==> src/rtl/phy_tx_recirc_ctrl_pkg.sv <==
// ----------------------------------------------------------------------------
// phy_tx_recirc_ctrl_pkg
//   Shared definitions for the phy_tx recirculator controller: FSM state
//   encodings, recirculator lane count, default timing parameters and the
//   saturating accumulator helper used by the optional statistics counter
//   (enabled with `define PHY_TX_RECIRC_STATS_EN).
// ----------------------------------------------------------------------------
package phy_tx_recirc_ctrl_pkg;

    // Encodings are visible on the state output, so they are fixed values.
    typedef enum logic [2:0] {
        ST_RESET  = 3'd0,
        ST_INIT   = 3'd1,
        ST_ACTIVE = 3'd2,
        ST_HOLD   = 3'd3,
        ST_ERROR  = 3'd4
    } state_e;

    localparam int unsigned RECIRC_LANES    = 4;
    localparam int unsigned WORDS_W         = 16;

    localparam int unsigned INIT_CYCLES_DEF = 16;
    localparam int unsigned MAX_HOLD_DEF    = 32;
    localparam int unsigned CNT_W_DEF       = 6;

    // Adds a small lane count to the word total, pinning at all-ones
    // instead of wrapping.
    function automatic logic [WORDS_W-1:0] sat_add_words(
        input logic [WORDS_W-1:0] acc,
        input logic [2:0]         inc
    );
        logic [WORDS_W:0] sum;
        sum = {1'b0, acc} + {{(WORDS_W-2){1'b0}}, inc};
        return sum[WORDS_W] ? {WORDS_W{1'b1}} : sum[WORDS_W-1:0];
    endfunction

endpackage

==> src/rtl/phy_tx_recirc_ctrl_popcount4.sv <==
// ----------------------------------------------------------------------------
// phy_tx_recirc_ctrl_popcount4
//   Combinational population count of the four recirculation valid bits.
//   Only compiled when PHY_TX_RECIRC_STATS_EN is defined, so the default
//   build carries no popcount logic at all.
// Ports
//   data_i   in  4  valid bits, one per recirculation lane
//   count_o  out 3  number of bits set in data_i (0..4)
// ----------------------------------------------------------------------------
`ifdef PHY_TX_RECIRC_STATS_EN
module phy_tx_recirc_ctrl_popcount4 (
    input  logic [3:0] data_i,
    output logic [2:0] count_o
);

    assign count_o = {2'b00, data_i[0]} + {2'b00, data_i[1]}
                   + {2'b00, data_i[2]} + {2'b00, data_i[3]};

endmodule
`endif

==> src/rtl/phy_tx_recirc_ctrl.sv <==
// ----------------------------------------------------------------------------
// phy_tx_recirc_ctrl
//   Controller for the phy_tx recirculator. Drives the idle select
//   (0 = lanes 0-3 go downstream, 1 = lanes are diverted to recirculation
//   outputs 4-7), sequences link bring-up, holds traffic in recirculation
//   while downstream is not ready and flags a stall that lasts too long.
//
//   Optional feature: `define PHY_TX_RECIRC_STATS_EN adds a saturating total
//   of recirculated words. Without it recirc_words is constant zero.
//
// Ports
//   clk           in   1      clock, all logic on posedge
//   reset_L       in   1      asynchronous reset, active-low
//   init          in   1      start/restart request (level)
//   ready_down    in   1      downstream can accept lanes 0-3 this cycle
//   valid_in      in   4      lane 0-3 valids from upper logic (monitor only)
//   recirc_valid  in   4      recirculator valid_out_4..7
//   idle          out  1      recirculate select, registered
//   state         out  3      current FSM state
//   hold_cnt      out  CNT_W  consecutive cycles spent in HOLD
//   stall_err     out  1      sticky stall error
//   recirc_words  out  16     recirculated-word total (stats build only)
// ----------------------------------------------------------------------------
module phy_tx_recirc_ctrl
    import phy_tx_recirc_ctrl_pkg::*;
#(
    parameter int unsigned INIT_CYCLES = INIT_CYCLES_DEF,
    parameter int unsigned MAX_HOLD    = MAX_HOLD_DEF,
    parameter int unsigned CNT_W       = CNT_W_DEF
) (
    input  logic                    clk,
    input  logic                    reset_L,
    input  logic                    init,
    input  logic                    ready_down,
    input  logic [RECIRC_LANES-1:0] valid_in,
    input  logic [RECIRC_LANES-1:0] recirc_valid,
    output logic                    idle,
    output logic [2:0]              state,
    output logic [CNT_W-1:0]        hold_cnt,
    output logic                    stall_err,
    output logic [WORDS_W-1:0]      recirc_words
);

    localparam logic [CNT_W-1:0] INIT_LAST = CNT_W'(INIT_CYCLES - 1);
    localparam logic [CNT_W-1:0] HOLD_MAX  = CNT_W'(MAX_HOLD);
    localparam logic [CNT_W-1:0] CNT_ONE   = CNT_W'(1);

    state_e           state_q, state_d;
    logic [CNT_W-1:0] init_cnt_q, init_cnt_d;
    logic [CNT_W-1:0] hold_cnt_q, hold_cnt_d;
    logic             stall_err_q, stall_err_d;
    logic             idle_q, idle_d;
    logic             init_prev_q;
    logic             init_rise;

    // ERROR only restarts on a fresh request, not on init held high.
    assign init_rise = init & ~init_prev_q;

    // ------------------------------------------------------------------------
    // Next-state and counter logic
    // ------------------------------------------------------------------------
    always_comb begin
        // NOTE: every target gets a default first so no path leaves it
        // unassigned, which would otherwise infer a latch.
        state_d     = state_q;
        init_cnt_d  = init_cnt_q;
        hold_cnt_d  = hold_cnt_q;
        stall_err_d = stall_err_q;

        case (state_q)
            ST_RESET: begin
                if (init) begin
                    state_d    = ST_INIT;
                    init_cnt_d = '0;
                end
            end

            ST_INIT: begin
                if (!init) begin
                    state_d    = ST_RESET;
                    init_cnt_d = '0;
                end else if (init_cnt_q == INIT_LAST) begin
                    init_cnt_d = '0;
                    if (ready_down) begin
                        state_d = ST_ACTIVE;
                    end else begin
                        state_d    = ST_HOLD;
                        hold_cnt_d = CNT_ONE;
                    end
                end else begin
                    init_cnt_d = init_cnt_q + CNT_ONE;
                end
            end

            ST_ACTIVE: begin
                if (!init) begin
                    state_d = ST_RESET;
                end else if (!ready_down) begin
                    state_d    = ST_HOLD;
                    hold_cnt_d = CNT_ONE;
                end
            end

            ST_HOLD: begin
                // init=0 beats everything; a returning ready_down beats the
                // error, so a stall that ends exactly at the limit is clean.
                if (!init) begin
                    state_d    = ST_RESET;
                    hold_cnt_d = '0;
                end else if (ready_down) begin
                    state_d    = ST_ACTIVE;
                    hold_cnt_d = '0;
                end else if (hold_cnt_q == HOLD_MAX) begin
                    state_d     = ST_ERROR;
                    stall_err_d = 1'b1;
                end else begin
                    hold_cnt_d = hold_cnt_q + CNT_ONE;
                end
            end

            ST_ERROR: begin
                // hold_cnt keeps showing the saturated stall length here.
                if (init_rise) begin
                    state_d     = ST_INIT;
                    init_cnt_d  = '0;
                    hold_cnt_d  = '0;
                    stall_err_d = 1'b0;
                end
            end

            default: begin
                state_d     = ST_RESET;
                init_cnt_d  = '0;
                hold_cnt_d  = '0;
                stall_err_d = 1'b0;
            end
        endcase

        // Decoded from the next state so idle moves on the same edge as state.
        idle_d = (state_d != ST_ACTIVE);
    end

    // ------------------------------------------------------------------------
    // State registers
    // ------------------------------------------------------------------------
    always_ff @(posedge clk or negedge reset_L) begin
        if (!reset_L) begin
            state_q     <= ST_RESET;
            init_cnt_q  <= '0;
            hold_cnt_q  <= '0;
            stall_err_q <= 1'b0;
            idle_q      <= 1'b1;
            init_prev_q <= 1'b0;
        end else begin
            // NOTE: non-blocking assignments so every register samples the
            // pre-edge values, independent of statement order.
            state_q     <= state_d;
            init_cnt_q  <= init_cnt_d;
            hold_cnt_q  <= hold_cnt_d;
            stall_err_q <= stall_err_d;
            idle_q      <= idle_d;
            init_prev_q <= init;
        end
    end

    assign idle      = idle_q;
    assign state     = state_q;
    assign hold_cnt  = hold_cnt_q;
    assign stall_err = stall_err_q;

    // ------------------------------------------------------------------------
    // Recirculated-word statistics
    // ------------------------------------------------------------------------
`ifdef PHY_TX_RECIRC_STATS_EN
    logic [2:0]         lanes_now;
    logic [WORDS_W-1:0] words_q, words_d;
    logic               words_clr;
    logic               unused_inputs;

    phy_tx_recirc_ctrl_popcount4 u_popcount4 (
        .data_i  (recirc_valid),
        .count_o (lanes_now)
    );

    // A new bring-up starts a fresh total.
    assign words_clr = (state_q == ST_RESET) && init;
    assign words_d   = words_clr ? '0 : sat_add_words(words_q, lanes_now);

    always_ff @(posedge clk or negedge reset_L) begin
        if (!reset_L) begin
            words_q <= '0;
        end else begin
            words_q <= words_d;
        end
    end

    assign recirc_words  = words_q;
    assign unused_inputs = ^valid_in;
`else
    logic unused_inputs;

    assign recirc_words  = '0;
    assign unused_inputs = ^{valid_in, recirc_valid};
`endif

endmodule
==> config.mk <==
export PLATFORM = sky130hd
export DESIGN_NAME = phy_tx_recirc_ctrl
export DESIGN_NICKNAME = d
export VERILOG_FILES = /design/src/rtl/phy_tx_recirc_ctrl_pkg.sv /design/src/rtl/phy_tx_recirc_ctrl_popcount4.sv /design/src/rtl/phy_tx_recirc_ctrl.sv
export SDC_FILE = /design/constraint.sdc
export NUM_CORES = 1
export LEC_CHECK = 0
export BUFFER_PORTS_ARGS = -buffer_cell sky130_fd_sc_hd__buf_2
export CORE_MARGIN = 2
export CORE_UTILIZATION = 54
export DETAILED_ROUTE_END_ITERATION = 8
export PLACE_DENSITY = 0.86
export SLEW_MARGIN = 20
export SYNTH_ARGS = -nofsm -noshare
export SYNTH_HDL_FRONTEND = slang
export SYNTH_SLANG_ARGS = --single-unit
==> constraint.sdc <==
create_clock -name clk -period 4.4 [get_ports clk]
set_clock_uncertainty 0.05 [all_clocks]
set_input_delay 0.88 -clock clk [delete_from_list [all_inputs] [get_ports clk]]
set_output_delay 0.88 -clock clk [all_outputs]
set_load 0.1 [all_outputs]
## Word level (Yosys, flattened, before mapping)

Cells that the tools add are included.

| word-level totals | value |
|---|---|
| register bits after elaboration | 18 |
| latch bits | 0 |
| bits in writable memories | 0 |
| bits in read-only memories | 0 |
| output and inout port bits | 27 |
| memories kept | 0 |

| operators by class | value |
|---|---|
| add/subtract/negate cells | 2 |
| multipliers | 0 |
| div/mod/pow operators | 0 |
| magnitude comparators | 0 |
| equality and inequality tests | 16 |
| shift-type cells | 0 |
| muxes and demuxes | 29 |
| bitwise logic cells | 5 |
| reductions and logical operators | 6 |

Operator list:

| cell | count |
|---|---|
| 6-bit two-way mux | 11 |
| 6-bit case mux with 5 select lines | 1 |
| 3-bit two-way mux | 9 |
| 6-bit case mux with 4 select lines | 1 |
| 2-bit inequality test, second input constant | 8 |
| 3-bit case mux with 5 select lines | 1 |
| 6-bit by 1-bit adder with 6-bit output, second input constant | 2 |
| 3-bit by 2-bit equality test with 1-bit output, second input constant | 2 |
| 6-bit by 4-bit equality test with 1-bit output, second input constant | 1 |
| 6-bit equality test, second input constant | 1 |
| 6-bit AND reduction | 1 |
| 1-bit two-way mux | 5 |
| 5-bit AND reduction | 1 |
| 4-bit inequality test, second input constant | 1 |
| 1-bit NOT | 4 |
| 3-bit by 1-bit equality test with 1-bit output, second input constant | 1 |
| 3-bit equality test, second input constant | 1 |
| 3-bit logical NOT | 1 |
| 3-bit by 2-bit inequality test with 1-bit output, second input constant | 1 |
| 1-bit case mux with 3 select lines | 1 |
| 3-bit AND reduction | 1 |
| 3-bit OR reduction | 1 |
| 2-bit OR reduction | 1 |
| 1-bit bitwise AND | 1 |

## Depth between registers and ports, before layout

| logic depth | value |
|---|---|
| word-level depth | 6 |
| gate-level depth with buffers | 7 |
| gate-level depth less buffers | 7 |

## Worst setup path after synthesis

No wires, ideal clock.

| path | value |
|---|---|
| path type | reg2reg |
| from | reg hold_cnt_q[0], in the netlist hold_cnt[0] |
| to | reg hold_cnt_q[0], in the netlist hold_cnt[0] |
| library setup time | 0.127 ns |
| data arrival time | 2.337 ns |
| required time | 4.223 ns |
| slack | 1.886 ns |
| stages on the path, launching flop included | 8 |
| period minus slack after synthesis | 2.514 ns |
| path through | dfrtp_1 > inv_1 > ha_1 > nor4b_2 > nand2_1 > nor2_4 > nor3_4 > mux2_4 |

| between the ends | value |
|---|---|
| cells in the longest elaborated chain, start to end | 5 |
| elaborated cells on any way between the ends | 12 |

RTL lines:

| what | line | text |
|---|---|---|
| start: declaration | phy_tx_recirc_ctrl.sv:50 | `logic [CNT_W-1:0] hold_cnt_q, hold_cnt_d;` |
| start signal: assignment | phy_tx_recirc_ctrl.sv:159 | `hold_cnt_q <= hold_cnt_d;` |
| 6-bit by 1-bit adder with 6-bit output | phy_tx_recirc_ctrl.sv:117 | `hold_cnt_d = hold_cnt_q + CNT_ONE;` |
| 6-bit two-way mux | phy_tx_recirc_ctrl.sv:113 | `end else if (hold_cnt_q == HOLD_MAX) begin` |
| 6-bit two-way mux | phy_tx_recirc_ctrl.sv:110 | `end else if (ready_down) begin` |
| 6-bit two-way mux | phy_tx_recirc_ctrl.sv:107 | `if (!init) begin` |
| 6-bit case mux with 5 select lines | phy_tx_recirc_ctrl.sv:70 | `case (state_q)` |

Parallel ways exist; a longest one is shown, timed or not. The select of a mux whose other input is x is not followed.
A chain may end at the register's enable or synchronous reset.

## Worst setup path after layout

| path | value |
|---|---|
| from | reg state_q[1], in the netlist state[1] |
| to | out state[1] |

RTL lines:

| what | line | text |
|---|---|---|
| start: declaration | phy_tx_recirc_ctrl.sv:48 | `state_e state_q, state_d;` |
| start signal: assignment | phy_tx_recirc_ctrl.sv:157 | `state_q <= state_d;` |
| end: declaration | phy_tx_recirc_ctrl.sv:38 | `output logic [2:0] state,` |

No word-level cell between the ends.

==> impl_results.md <==
- Outcome: finished clean
- Largest cells by area after synthesis: dfrtp_1 (35%), buf_4 (9.8%), nand2_1 (4.6%)
- Most instantiated library cell after synthesis: dfrtp_1
- Crit path capture type: output pin
- # DRC: 0
- Antenna diode count: 0
- Final nets: ~160
- Vias/cell: 5.50
- Post-Syn Instances: approximately 130
- YS warnings: 0
- Startpoint Class: flip-flop
- Max-Cap Viols: 0
- Multiplexer share of the synthesized area: approximately 2.9%
- Area delta synth->final: 4.18%
- Crit path DAT: ~1500 ps
- Full die area: around 2700 sq um
- Finished layout cell area: between 1000 and 1500 sq um
- CTS resizes: 0
- CTS clock-pin slew for the worst setup and hold paths: roughly 100 ps
- Largest net degree at the start of global routing: 19
- Top delay family on crit path: flip-flops
- Starting Density: around 57%
- Post-Synth Simple-Gate Area: between 20% and 30%
- Clk Latency, worst-skew pair: 300 ps
- DP Wirelength: 1540 microns
- Fmax: a little over 0.4 GHz
- Worst Max-Slew Pin Slew: 606 ps
- DIE HEIGHT: just over 50 microns
- CTS tree: done
- Final wirelength: 2140 microns
- Area occupied by multi-input gates: 667 sq um
- Syn_area_per_cell: 9.16 sq um
- Setup_tns: 0 ps
- Die Width: 51.7 microns
- Hold buffers post-CTS: 0
- Area leader, netlist: dfrtp_1
- Core Area: ~2200 sq um
- Post-synth ARST share: 100%
- Number of synthesized flops with an enable pin: 0
- IO Pins: 39
- RSZ-0062 raised after global routing: false
- Setup violations, final: 0
- Total Routing Usage GR: about a fifth
- Synth Cell Area: around 1200 sq um
- CTS Buffer Depth: 2
- Power density over the cells: 330 nW/um^2
- Synth Area in XOR/XNOR: less than 1%
- Ys flop type: dfrtp_1
- Post-synth top cells: dfrtp_1 (17), buf_4 (16), nand2_1 (15), a21oi_1 (8), nor2_1 (8)
- Max Slew Vio Count: 0
- Share of cells above drive strength 1: 19.7%
- Post-Route Utilization: roughly three fifths
- Setup CP Type: reg2out
- Area post-placement: 1240 sq um
- First-pass GRT wire length: 3790 microns
- Relative slew slack: between 50% and 60%
- Detailed-route wire length per cell: 12.2 microns
- Largest family of logic cells by synthesized area: simple AND/OR/NAND/NOR gates
- Synth top area share: ~35%
- Post-CTS Setup Bufs: 0
- Placer congestion estimate: about 0.77
- DRT Pass-1 Iters: 4
- Root Driver: clkbuf_4
- Clk sink count: 18
- Sequential area share after synthesis: 36.8%
- Hold Path Class: in2async
- Worst path slowest cell: dfrtp_1
- TritonCTS Buffers: 3
- Maximum vdd drop: 0.226 mV
- Fin. Hold Viols: 0
- Register Area: approximately 450 sq um
- Adder-Cell Fraction of Synth Area: 3.06%
- Final period util: between 50% and 60%
- Rows: 17
- Period minus WS final: around 2500 ps
- H-tree Lvls: 1
- Buf/Inv on CP: 1
- DR vias: 962
- Synth Register Bits: 18
- Fillers: between 150 and 200
- Slowest Stage Delay on Critical Path: 690 ps
- Req. time, crit path: about 3500 ps
- Grt ovf: 0
- Vias in the first global route: between 800 and 900
- CP max FO: 16
- CP Cell Sequence: buf_2
- Final ANT Viol Nets: 0
- Port buffer count: 14
- Synth cell types: 43
- Compound-gate portion of the synthesized area: 19.0%
- Static Leak: roughly 0.61 nW
- First DRT Iteration DRCs: 31
- Initial antenna violation count: 0
-- kinds of logic after synthesis --
logic type / Yosys count
flops: 18
buf+inv: 25
compound gates: 36
simple gates: 47
other cells: 1
fa+ha+maj: 3
mux: 3
xor+xnor: 1
-- through the flow --
step	total power, W	hold WS (ps)	std cells	setup slack (ps)
after floorplan	0.000315	426	149	1890
after global placement	0.000317	429	171	2080
after detailed placement	0.000320	430	171	2080
after CTS	0.000424	450	175	1960
after global routing	0.000440	458	175	1910
final	0.000422	433	175	1950
-- layer usage --
metal / wire [microns] / GRT usage, % / vias up
met2: 1010 / 30.1 / 35
met5: 0 / 0 / -
met3: 122 / 2.87 / 4
li1: - / - / 469
met1: 971 / 25.3 / 454
met4: 31 / 8.33 / 0
-- path summary, 6_finish.rpt --
kind,cells after the start,from,end,slack (ps)
max,1,state[1]$_DFF_PN0_,state[1],1950
min,1,reset_L,init_cnt_q[1]$_DFFE_PN0P_,430
max reg2reg,7,hold_cnt[0]$_DFFE_PN0P_,hold_cnt[0]$_DFFE_PN0P_,2400
min reg2reg,1,stall_err$_DFFE_PN0P_,stall_err$_DFFE_PN0P_,450
max in group asynchronous,1,reset_L,idle$_DFF_PN1_,3550
min in group clk,1,stall_err$_DFFE_PN0P_,stall_err$_DFFE_PN0P_,450
-- layout make-up --
type                    count  share of cell area [%]
multi-input cells         106                    52.2
repair buffers             14                    5.48
clock buffers               4                    2.84
well taps                  28                    2.74
flip-flops and latches     18                    35.3
inverters                   5                    1.47
-- layout by cell type, fill, tap and decap left out, types with 4 or more instances in the layout --
master and instances:
a21oi_1 8, buf_2 14, conb_1 16, dfrtp_1 17, inv_1 5, nand2_1 15, nand3_1 4, nor2_1 8
o21ai_0 7
-- state kept, by name, summed over array words and instances, names as in the netlist --
name and cells:
init_cnt_q 6, stall_err 1, state 3, init_prev_q 1, hold_cnt 6, idle 1
-- power by group --
part	leakage (nW)	switching [W]	internal [W]
combinational	0.352	0.000113	0.0000206
sequential	0.239	0.0000117	0.000172
clock	0.0210	0.0000548	0.0000506
total	0.613	0.000179	0.000243
Note: power is estimated with default switching activity, not from simulation.
